===== src/rtl/fp_pkg.sv =====
// Shared types and constants for the single-precision multiplier.
//   Field widths, exponent bias, canonical quiet NaN, operand class,
//   FSM state encoding and the unpacked-operand struct.
package fp_pkg;

    localparam int unsigned FP_WIDTH   = 32;
    localparam int unsigned EXP_WIDTH  = 8;
    localparam int unsigned MAN_WIDTH  = 23;
    localparam int unsigned SIG_WIDTH  = MAN_WIDTH + 1;   // hidden bit included
    localparam int unsigned RND_WIDTH  = SIG_WIDTH + 1;   // room for rounding carry
    localparam int unsigned PROD_WIDTH = 2 * SIG_WIDTH;
    localparam int unsigned EXPI_WIDTH = 10;              // signed exponent intermediate
    localparam int unsigned BIAS       = 127;

    localparam logic [FP_WIDTH-1:0] QNAN = 32'h7FC0_0000;

    typedef enum logic [1:0] {
        FP_ZERO,
        FP_NORM,
        FP_INF,
        FP_NAN
    } fp_class_e;

    typedef enum logic [2:0] {
        S_IDLE,
        S_UNPACK,
        S_MULT,
        S_NORM,
        S_PACK
    } state_e;

    typedef struct packed {
        logic                 sign;
        logic [EXP_WIDTH-1:0] exp;
        logic [SIG_WIDTH-1:0] man;
        fp_class_e            cls;
    } fp_unpacked_t;

endpackage


===== src/rtl/fp_classify.sv =====
// Splits one binary32 operand into sign/exponent/significand and classifies it.
//   op  : raw IEEE-754 binary32 operand
//   unp : unpacked fields; denormals report FP_ZERO (flush-to-zero)
module fp_classify
    import fp_pkg::*;
(
    input  logic [FP_WIDTH-1:0] op,
    output fp_unpacked_t        unp
);

    logic [EXP_WIDTH-1:0] exp_c;
    logic [MAN_WIDTH-1:0] frac_c;

    assign exp_c  = op[FP_WIDTH-2 -: EXP_WIDTH];
    assign frac_c = op[MAN_WIDTH-1:0];

    // Hidden bit inserted for normals; zero and denormal both collapse to zero.
    always_comb begin
        unp.sign = op[FP_WIDTH-1];
        unp.exp  = exp_c;
        unp.man  = {1'b1, frac_c};
        unp.cls  = FP_NORM;
        if (exp_c == '0) begin
            unp.cls = FP_ZERO;
            unp.man = '0;
        end else if (&exp_c) begin
            unp.cls = (frac_c != '0) ? FP_NAN : FP_INF;
        end
    end

endmodule


===== src/rtl/fp_mult_unit.sv =====
// Multi-cycle binary32 multiplier, start/clk_en/done responder.
//   clk, rst_n     : clock, asynchronous active-low reset
//   clk_en         : global stall, freezes every register when low
//   start          : request, dataa/datab sampled on the accepting edge
//   result         : registered product, valid from the done cycle onward
//   done           : one-enabled-cycle pulse, 4 enabled edges after accept
//   busy           : high from accept through the done cycle
module fp_mult_unit
    import fp_pkg::*;
(
    input  logic                clk,
    input  logic                rst_n,
    input  logic                clk_en,
    input  logic                start,
    input  logic [FP_WIDTH-1:0] dataa,
    input  logic [FP_WIDTH-1:0] datab,
    output logic [FP_WIDTH-1:0] result,
    output logic                done,
    output logic                busy
);

    localparam int unsigned G_BIT = PROD_WIDTH - SIG_WIDTH - 1;   // guard when bit 47 set

    state_e                        state_q, state_d;
    logic [FP_WIDTH-1:0]           op_a_q, op_a_d, op_b_q, op_b_d;
    logic [SIG_WIDTH-1:0]          ma_q, ma_d, mb_q, mb_d;
    logic [EXP_WIDTH-1:0]          ea_q, ea_d, eb_q, eb_d;
    logic                          sign_q, sign_d;
    logic                          spec_q, spec_d;
    logic [FP_WIDTH-1:0]           spec_res_q, spec_res_d;
    logic [PROD_WIDTH-1:0]         prod_q, prod_d;
    logic signed [EXPI_WIDTH-1:0]  exp_q, exp_d;
    logic [SIG_WIDTH-1:0]          sig_q, sig_d;
    logic                          guard_q, guard_d, rnd_q, rnd_d, sticky_q, sticky_d;
    logic [FP_WIDTH-1:0]           result_q, result_d;
    logic                          done_q, done_d, busy_q, busy_d;

    fp_unpacked_t                  ua_c, ub_c;
    logic                          round_up_c;
    logic [RND_WIDTH-1:0]          sig_rnd_c;
    logic signed [EXPI_WIDTH-1:0]  exp_rnd_c;
    logic [MAN_WIDTH-1:0]          man_rnd_c;

    fp_classify u_cls_a (.op(op_a_q), .unp(ua_c));
    fp_classify u_cls_b (.op(op_b_q), .unp(ub_c));

    // Round-to-nearest-even on the normalised significand.
    always_comb begin
        round_up_c = guard_q & (rnd_q | sticky_q | sig_q[0]);
        sig_rnd_c  = {1'b0, sig_q} + RND_WIDTH'(round_up_c);
        exp_rnd_c  = sig_rnd_c[SIG_WIDTH] ? exp_q + 10'sd1 : exp_q;
        man_rnd_c  = sig_rnd_c[SIG_WIDTH] ? sig_rnd_c[MAN_WIDTH:1] : sig_rnd_c[MAN_WIDTH-1:0];
    end

    // Next-state and datapath stage logic.
    always_comb begin
        state_d    = state_q;
        op_a_d     = op_a_q;
        op_b_d     = op_b_q;
        ma_d       = ma_q;
        mb_d       = mb_q;
        ea_d       = ea_q;
        eb_d       = eb_q;
        sign_d     = sign_q;
        spec_d     = spec_q;
        spec_res_d = spec_res_q;
        prod_d     = prod_q;
        exp_d      = exp_q;
        sig_d      = sig_q;
        guard_d    = guard_q;
        rnd_d      = rnd_q;
        sticky_d   = sticky_q;
        result_d   = result_q;
        done_d     = 1'b0;
        busy_d     = busy_q;

        case (state_q)
            S_IDLE: begin
                // busy covers the done cycle, then drops unless a new op starts
                if (done_q) busy_d = 1'b0;
                if (start) begin
                    state_d = S_UNPACK;
                    op_a_d  = dataa;
                    op_b_d  = datab;
                    busy_d  = 1'b1;
                end
            end
            S_UNPACK: begin
                ma_d   = ua_c.man;
                mb_d   = ub_c.man;
                ea_d   = ua_c.exp;
                eb_d   = ub_c.exp;
                sign_d = ua_c.sign ^ ub_c.sign;
                spec_d = 1'b1;
                if (ua_c.cls == FP_NAN || ub_c.cls == FP_NAN ||
                    (ua_c.cls == FP_INF  && ub_c.cls == FP_ZERO) ||
                    (ua_c.cls == FP_ZERO && ub_c.cls == FP_INF)) begin
                    spec_res_d = QNAN;
                end else if (ua_c.cls == FP_INF || ub_c.cls == FP_INF) begin
                    spec_res_d = {ua_c.sign ^ ub_c.sign, {EXP_WIDTH{1'b1}}, {MAN_WIDTH{1'b0}}};
                end else if (ua_c.cls == FP_ZERO || ub_c.cls == FP_ZERO) begin
                    spec_res_d = {ua_c.sign ^ ub_c.sign, {(FP_WIDTH-1){1'b0}}};
                end else begin
                    spec_d     = 1'b0;
                    spec_res_d = '0;
                end
                state_d = S_MULT;
            end
            S_MULT: begin
                prod_d  = PROD_WIDTH'(ma_q) * PROD_WIDTH'(mb_q);
                exp_d   = $signed(EXPI_WIDTH'(ea_q)) + $signed(EXPI_WIDTH'(eb_q))
                        - $signed(EXPI_WIDTH'(BIAS));
                state_d = S_NORM;
            end
            S_NORM: begin
                // product lies in [1,4); a set top bit means one extra binade
                if (prod_q[PROD_WIDTH-1]) begin
                    sig_d    = prod_q[PROD_WIDTH-1 -: SIG_WIDTH];
                    guard_d  = prod_q[G_BIT];
                    rnd_d    = prod_q[G_BIT-1];
                    sticky_d = |prod_q[G_BIT-2:0];
                    exp_d    = exp_q + 10'sd1;
                end else begin
                    sig_d    = prod_q[PROD_WIDTH-2 -: SIG_WIDTH];
                    guard_d  = prod_q[G_BIT-1];
                    rnd_d    = prod_q[G_BIT-2];
                    sticky_d = |prod_q[G_BIT-3:0];
                end
                state_d = S_PACK;
            end
            S_PACK: begin
                if (spec_q) begin
                    result_d = spec_res_q;
                end else if (exp_rnd_c >= 10'sd255) begin
                    result_d = {sign_q, {EXP_WIDTH{1'b1}}, {MAN_WIDTH{1'b0}}};
                end else if (exp_rnd_c <= 10'sd0) begin
                    result_d = {sign_q, {(FP_WIDTH-1){1'b0}}};
                end else begin
                    result_d = {sign_q, exp_rnd_c[EXP_WIDTH-1:0], man_rnd_c};
                end
                done_d  = 1'b1;
                state_d = S_IDLE;
            end
            default: state_d = S_IDLE;
        endcase
    end

    // State register; clk_en low holds everything, including a pending done.
    always_ff @(posedge clk or negedge rst_n) begin
        if (!rst_n) begin
            state_q    <= S_IDLE;
            op_a_q     <= '0;
            op_b_q     <= '0;
            ma_q       <= '0;
            mb_q       <= '0;
            ea_q       <= '0;
            eb_q       <= '0;
            sign_q     <= 1'b0;
            spec_q     <= 1'b0;
            spec_res_q <= '0;
            prod_q     <= '0;
            exp_q      <= '0;
            sig_q      <= '0;
            guard_q    <= 1'b0;
            rnd_q      <= 1'b0;
            sticky_q   <= 1'b0;
            result_q   <= '0;
            done_q     <= 1'b0;
            busy_q     <= 1'b0;
        end else if (clk_en) begin
            state_q    <= state_d;
            op_a_q     <= op_a_d;
            op_b_q     <= op_b_d;
            ma_q       <= ma_d;
            mb_q       <= mb_d;
            ea_q       <= ea_d;
            eb_q       <= eb_d;
            sign_q     <= sign_d;
            spec_q     <= spec_d;
            spec_res_q <= spec_res_d;
            prod_q     <= prod_d;
            exp_q      <= exp_d;
            sig_q      <= sig_d;
            guard_q    <= guard_d;
            rnd_q      <= rnd_d;
            sticky_q   <= sticky_d;
            result_q   <= result_d;
            done_q     <= done_d;
            busy_q     <= busy_d;
        end
    end

    assign result = result_q;
    assign done   = done_q;
    assign busy   = busy_q;

endmodule


===== config.mk =====
export PLATFORM = sky130hd
export DESIGN_NAME = fp_mult_unit
export DESIGN_NICKNAME = d
export VERILOG_FILES = /design/src/rtl/fp_pkg.sv /design/src/rtl/fp_classify.sv /design/src/rtl/fp_mult_unit.sv
export SDC_FILE = /design/constraint.sdc
export NUM_CORES = 2
export LEC_CHECK = 0
export CAP_MARGIN = 40
export CORE_MARGIN = 10
export CORE_UTILIZATION = 27
export DETAILED_ROUTE_END_ITERATION = 8
export GPL_TIMING_DRIVEN = 0
export HOLD_SLACK_MARGIN = 0.1
export PLACE_DENSITY = 0.39
export SLEW_MARGIN = 20
export SYNTH_ARGS = -nofsm -noshare
export SYNTH_HDL_FRONTEND = slang
export SYNTH_SLANG_ARGS = --single-unit

===== constraint.sdc =====
create_clock -name clk -period 6.3 [get_ports clk]
set_input_delay 0.945 -clock clk [delete_from_list [all_inputs] [get_ports clk]]
set_output_delay 0.945 -clock clk [all_outputs]
set_load 0.02 [all_outputs]

* Word level (Yosys, flattened, before mapping)
Cells that the tools add are included.
** Word-level totals
- Register bits after elaboration :: 284
- Input port bits :: 68
- Word-level logic and storage cells :: 98
** Operators by class
- Add/subtract/negate cells :: 4
- Multipliers :: 1
- Magnitude comparators :: 2
- Equal/unequal tests :: 10
- Multiplexer cells :: 30
- Bitwise logic cells :: 4
- Reduce and logical (&&, ||, !) cells :: 28
** Operators with widths (count)
- 2-to-1 mux 32 bit :: 4
- 2-to-1 mux 24 bit :: 3
- 2-to-1 mux 31 bit :: 2
- multiplier 24 x 24 -> 48 bit :: 1
- nonzero test 23 bit :: 2
- adder 24 x 1 -> 25 bit :: 1
- 2-to-1 mux 23 bit :: 1
- OR reduction 22 bit :: 1
- OR reduction 21 bit :: 1
- 2-to-1 mux 10 bit :: 2
- case mux 10 bit (2 select lines) :: 1
- zero test 8 bit :: 2
- AND reduction 8 bit :: 2
- case mux 3 bit (4 select lines) :: 1
- 2-to-1 mux 1 bit :: 11
- adder 10 x 2 -> 10 bit (second input constant) :: 1
- >= comparator 10 x 9 -> 1 bit (second input constant) :: 1
- less-or-equal comparator 10 x 1 -> 1 bit (second input constant) :: 1
- AND reduction 2 bit :: 5
- subtractor 9 x 7 -> 10 bit (second input constant) :: 1
- adder 8 x 8 -> 9 bit :: 1
- AND reduction 3 bit :: 3
- equality test 2 bit (second input constant) :: 4
- 2-to-1 mux 2 bit :: 4
- other kinds (13) :: 23

* Depth between registers and ports, before layout
- Word-level depth :: 9
- Depth in mapped cells :: 29

* Hierarchy
Synthesis repeated with hierarchy kept, for this count alone.
** Unflattened totals
- Cells, all modules :: 3229
- Area total of the unflattened synthesis :: 30774.5 um^2
** Modules (own cells, without submodules)
- fp_mult_unit :: times used 1, cells an instance 3129, area an instance 30143.9 um^2
- fp_classify :: times used 2, cells an instance 50, area an instance 315.3 um^2

* Worst setup path after synthesis
No wires, ideal clock.
- Path kind :: register -> register
- Start :: reg mb_q[3]
- End :: reg prod_q[47]
- Arrival :: 6.824 ns
- Data required time :: 6.167 ns
- Path slack :: -0.657 ns
- Cell stages (with the launch flop) :: 30
- Path buffers :: 3
- Period minus slack after synthesis :: 6.957 ns
- Cell sequence :: dfrtp_1 > clkbuf_1 > clkbuf_1 > nand2_1 > fa_1 > inv_1 > fa_1 > inv_1 > fa_1 > inv_1 > fa_1 > inv_1 > fa_1 > inv_1 > fa_1 > inv_1 > fa_1 > inv_1 > ha_1 > clkbuf_1 > a21oi_1 > o21ai_0 > a21oi_1 > o21bai_1 > a21o_1 > a2111oi_0 > or2_2 > o21ai_0 > xnor2_1 > o21ai_0
** Between the ends
- Cells in the longest elaborated chain, start to end :: 1
** Ends and longest elaborated chain
- start: declaration :: line fp_mult_unit.sv:26 : logic [SIG_WIDTH-1:0] ma_q, ma_d, mb_q, mb_d;
- start signal: assignment :: line fp_mult_unit.sv:175 : mb_q <= mb_d;
- multiplier 24 x 24 -> 48 bit :: line fp_mult_unit.sv:110 : prod_d = PROD_WIDTH'(ma_q) * PROD_WIDTH'(mb_q);
- end signal: assignment :: line fp_mult_unit.sv:181 : prod_q <= prod_d;
- end: declaration :: line fp_mult_unit.sv:31 : logic [PROD_WIDTH-1:0] prod_q, prod_d;
Every way passes these cells.
A chain may end at the register's enable or synchronous reset.

* Worst setup path after layout
- Start :: reg ma_q[12]
- End :: reg prod_q[45]
** Between the ends
- Cells in the longest elaborated chain, start to end :: 1
** Ends and longest elaborated chain
- start: declaration :: line fp_mult_unit.sv:26
- start signal: assignment :: line fp_mult_unit.sv:174 : ma_q <= ma_d;
- multiplier 24 x 24 -> 48 bit :: line fp_mult_unit.sv:110
Every way passes these cells.

==> flow_results.xml <==
<?xml version="1.0" encoding="UTF-8"?>
<metrics>
  <group name="floorplan">
    <metric name="design.die.area" unit="um^2">126000</metric>
    <metric name="ios" unit="">102</metric>
    <metric name="core" unit="um^2">112000</metric>
    <metric name="die_width" unit="um">356</metric>
    <metric name="rows" unit="">123</metric>
    <metric name="initial_utilization" unit="">0.271</metric>
    <metric name="die-height" unit="um">356</metric>
  </group>
  <group name="routing">
    <metric name="route.layer.met1.wl" unit="mm">53.0</metric>
    <metric name="drt_pre_antenna_iters" unit="">5</metric>
    <metric name="vias" unit="">23700</metric>
    <metric name="highest-signal-layer" unit="">met5</metric>
    <metric name="drc" unit="">0</metric>
    <metric name="wl" unit="mm">118</metric>
    <metric name="ant_nets" unit="">0</metric>
    <metric name="wl_per_cell" unit="um">22.9</metric>
    <metric name="dr.first_iter.drc_count" unit="">1345</metric>
    <metric name="avgViaCountPerCell" unit="">4.60</metric>
    <metric name="wl_met2" unit="mm">56.0</metric>
    <metric name="wl_met3" unit="mm">4.91</metric>
  </group>
  <group name="yosys">
    <metric name="synth_sequential_area_ratio" unit="">0.210</metric>
    <metric name="ys_seq_elements" unit="">255</metric>
    <metric name="postSynth.asyncResetShare" unit="">1.00</metric>
    <metric name="post_synth_mux_area_share" unit="">0.0329</metric>
    <metric name="combinational_family_with_the_most_area_after_synthesis" unit="">adder cells</metric>
    <metric name="post_synth_and_or_nand_nor_area_fraction" unit="">0.175</metric>
    <metric name="syn-cell-area" unit="um^2">30400</metric>
    <metric name="syn-instance-count" unit="">3331</metric>
    <metric name="synth.avg_cell_area" unit="um^2">9.13</metric>
    <metric name="synth_cell_type_count" unit="">68</metric>
    <metric name="yosys.area_share.xor_xnor" unit="">0.0233</metric>
    <metric name="synth_flop_cell" unit="">dfrtp_1</metric>
    <metric name="adder_and_majority_gate_portion_of_the_synthesized_area" unit="">0.396</metric>
    <metric name="synth-warning-count" unit="">0</metric>
    <metric name="synth_fp_nets" unit="">4073</metric>
    <metric name="synth_enable_flop_cells" unit="">0</metric>
    <metric name="synth_compound_gate_area_share" unit="">0.0701</metric>
  </group>
  <group name="final_layout">
    <metric name="layout.cells.non_filler" unit="">5147</metric>
    <metric name="utilization" unit="">0.337</metric>
    <metric name="area_delta_synth_final" unit="%">24.2</metric>
    <metric name="nFillCells" unit="">11900</metric>
    <metric name="regArea" unit="um^2">6430</metric>
    <metric name="multi_input_logic_area" unit="um^2">22200</metric>
    <metric name="finish.net_count" unit="">4365</metric>
    <metric name="post_route_cells_drive_above_1_share" unit="">0.166</metric>
  </group>
  <group name="global_route">
    <metric name="grt_start_max_net_pins" unit="">90</metric>
    <metric name="initial_antenna_violation_count" unit="">13</metric>
    <metric name="grt.total_usage" unit="">0.186</metric>
    <metric name="globalRoute.totalOverflow" unit="">0</metric>
    <metric name="grt_pass1_wl" unit="mm">174</metric>
    <metric name="via_count_of_the_first_global_routing_pass" unit="">25800</metric>
  </group>
  <group name="worst_setup_path">
    <metric name="timing.critical_path.slowest_stage_cell" unit="">fa_1</metric>
    <metric name="slowest_delay" unit="ns">0.52</metric>
    <metric name="crit_required" unit="ns">6.71</metric>
    <metric name="worstPathArrival" unit="ns">7.36</metric>
    <metric name="critical_path_fanouts_max" unit="">6</metric>
    <metric name="end_kind" unit="">flop</metric>
    <metric name="crit_type" unit="">reg -&gt; reg</metric>
    <metric name="cp-start-kind" unit="">flop</metric>
    <metric name="crit_top_cell" unit="">fa_1</metric>
  </group>
  <group name="timing">
    <metric name="unrepaired_setup_endpoints_after_global_routing" unit="">true</metric>
    <metric name="hold_slack" unit="ns">0.186</metric>
    <metric name="tightestPinTransition" unit="ns">0.919</metric>
    <metric name="timing_hold_violations_final" unit="">0</metric>
    <metric name="fin_skew" unit="ns">0.0379</metric>
    <metric name="min_period_over_period" unit="">1.10</metric>
    <metric name="fmax" unit="MHz">144</metric>
    <metric name="min_period" unit="ns">6.95</metric>
    <metric name="setup_slack" unit="ns">-0.655</metric>
    <metric name="slew_headroom" unit="">0.381</metric>
    <metric name="setup_viol_count_final" unit="">29</metric>
    <metric name="maxSlewViolCount" unit="">0</metric>
  </group>
  <group name="cts">
    <metric name="clock_latency" unit="ns">0.57</metric>
    <metric name="cts.clk_slew.worst_paths" unit="ns">0.06</metric>
    <metric name="clkSinkCount" unit="">255</metric>
    <metric name="ctsRootBufferMaster" unit="">clkbuf_16</metric>
    <metric name="clock_tree_from_tritoncts" unit="">done</metric>
    <metric name="cts.htree.levels" unit="">2</metric>
    <metric name="clock_buffers_created_by_tritoncts" unit="">35</metric>
    <metric name="clock_tree.buffer_depth" unit="">3</metric>
    <metric name="number_of_buffers_added_to_fix_hold_violations_after_cts" unit="">0</metric>
  </group>
  <group name="job">
    <metric name="cap_violations" unit="">0</metric>
  </group>
  <group name="placement">
    <metric name="placed_cells_incl_taps" unit="">4959</metric>
    <metric name="place_worst_setup_slack" unit="ns">-1.84</metric>
    <metric name="dp_hpwl" unit="mm">94.1</metric>
    <metric name="place.port_buffers" unit="">101</metric>
    <metric name="place_congestion" unit="">0.877</metric>
  </group>
  <group name="run_status">
    <metric name="outcome" unit="">complete, but fails checks</metric>
    <metric name="violated_checks" unit="">setup timing</metric>
  </group>
  <group name="hold_path">
    <metric name="hold_path.class" unit="">in -&gt; async</metric>
  </group>
</metrics>
[cell usage after synthesis (3+ instances only)]
cell,n,area [um^2]
a2111oi_0,3,26.3
a211oi_1,7,52.6
a21o_1,27,203
a21oi_1,70,350
a22oi_1,4,30.0
a31o_2,4,35.0
a31oi_1,7,43.8
and2_1,301,1880
and3_1,17,106
buf_1,4,15.0
clkbuf_1,174,653
dfrtp_1,255,6380
fa_1,483,9670
ha_1,191,2390
inv_1,562,2110
mux2_2,64,721
mux2i_1,28,280
nand2_1,599,2250
nand3_1,32,160
nand4_1,29,181
nor2_1,80,300
nor2b_1,7,43.8
nor3_1,17,85.1
nor4_1,15,93.8
o211ai_1,3,22.5
o21a_1,8,60.1
o21ai_0,174,871
o21ai_1,3,15.0
o21ai_2,10,87.6
o21bai_1,10,75.1
o22ai_1,5,31.3
o311ai_0,6,52.6
o31ai_1,4,30.0
or4_1,5,37.5
xnor2_1,48,420
xor2_1,33,289
[final cells by class]
type | instances | area share
Buffer | 170 | 0.0381
Inverter | 562 | 0.0558
Sequential cell | 255 | 0.170
Tap cell | 1500 | 0.0497
Clock inverter | 9 | 0.00387
Antenna cell | 2 | 0.000132
Clock buffer | 50 | 0.0271
Multi-Input combinational cell | 2331 | 0.586
Timing Repair Buffer | 268 | 0.0687
[worst paths after layout]
check | to | start | cells after the start | slack, ns
min reg2reg | prod_q[0] | prod_q[0] | 2 | 0.47
max reg2reg | prod_q[45] | ma_q[12] | 26 | -0.65
min | prod_q[16] | rst_n | 1 | 0.19
max | prod_q[45] | ma_q[12] | 26 | -0.65
min in group clk | prod_q[0] | prod_q[0] | 2 | 0.47
max in group asynchronous | ma_q[19] | rst_n | 3 | 4.94
[layout by cell type (no fill, tap or decap), types with 49 or more instances in the layout]
master / instances
a21oi_1: 53
and2_1: 285
buf_4: 122
clkbuf_1: 74
clkbuf_16: 49
clkdlybuf4s50_1: 100
dfrtp_1: 219
fa_1: 460
ha_1: 168
inv_1: 540
mux2_2: 64
nand2_1: 591
nor2_1: 74
o21ai_0: 133
[flip-flops by register name, summed over array words and instances (netlist names), 3 cells and up]
name,flops
op_b_q,32
eb_q,8
ma_q,24
sig_q,24
state_q,3
spec_res_q,3
mb_q,24
prod_q,48
op_a_q,32
result,32
ea_q,8
exp_q,10
[metal layers]
| metal | vias up | global-route usage |
|---|---|---|
| met5 | - | 0 |
| met4 | 6 | 0.0530 |
| met3 | 133 | 0.0206 |
| met2 | 451 | 0.313 |
| met1 | 12200 | 0.249 |
| li1 | 10900 | - |
[cell families after synthesis]
logic type,count (synthesis)
muxes,92
buffers and inverters,745
AOI/OAI and AO/OA,361
and+or+nand+nor,1123
DFF,255
adders and majority gates,674
xor gates and xnor gates,81
[critical path: cells and delay by family (launching register included)]
family / cells / cell delay (ns)
adder cells (fa/ha/maj): 8 / 3.74
AO/OA/AOI/OAI: 6 / 1.08
XOR/XNOR: 1 / 0.15
buffers and inverters: 7 / 0.65
flip-flops: 1 / 0.49
AND/OR/NAND/NOR: 4 / 0.70
[repair_timing]
| item | CTS | global route |
|---|---|---|
| endpoints found under the setup margin | 35 | 33 |
| buffers inserted | 94 | 50 |
| pin swaps | 67 | 59 |
| gates cloned | 0 | 1 |
| resized for setup | 354 | 151 |
[metrics by stage]
step	instance area, um^2	TNS, ns
4_1_cts	37000	-13.94
3_5_place_dp	33900	-44.13
5_1_grt	37800	-18.56
6_report	37800	-12.14
3_3_place_gp	33500	-2147.19
2_1_floorplan	30600	-0.193
Power is left out: the tool's default activity adds up to more than one toggle a clock period on the data nets, which glitch-free logic cannot reach.
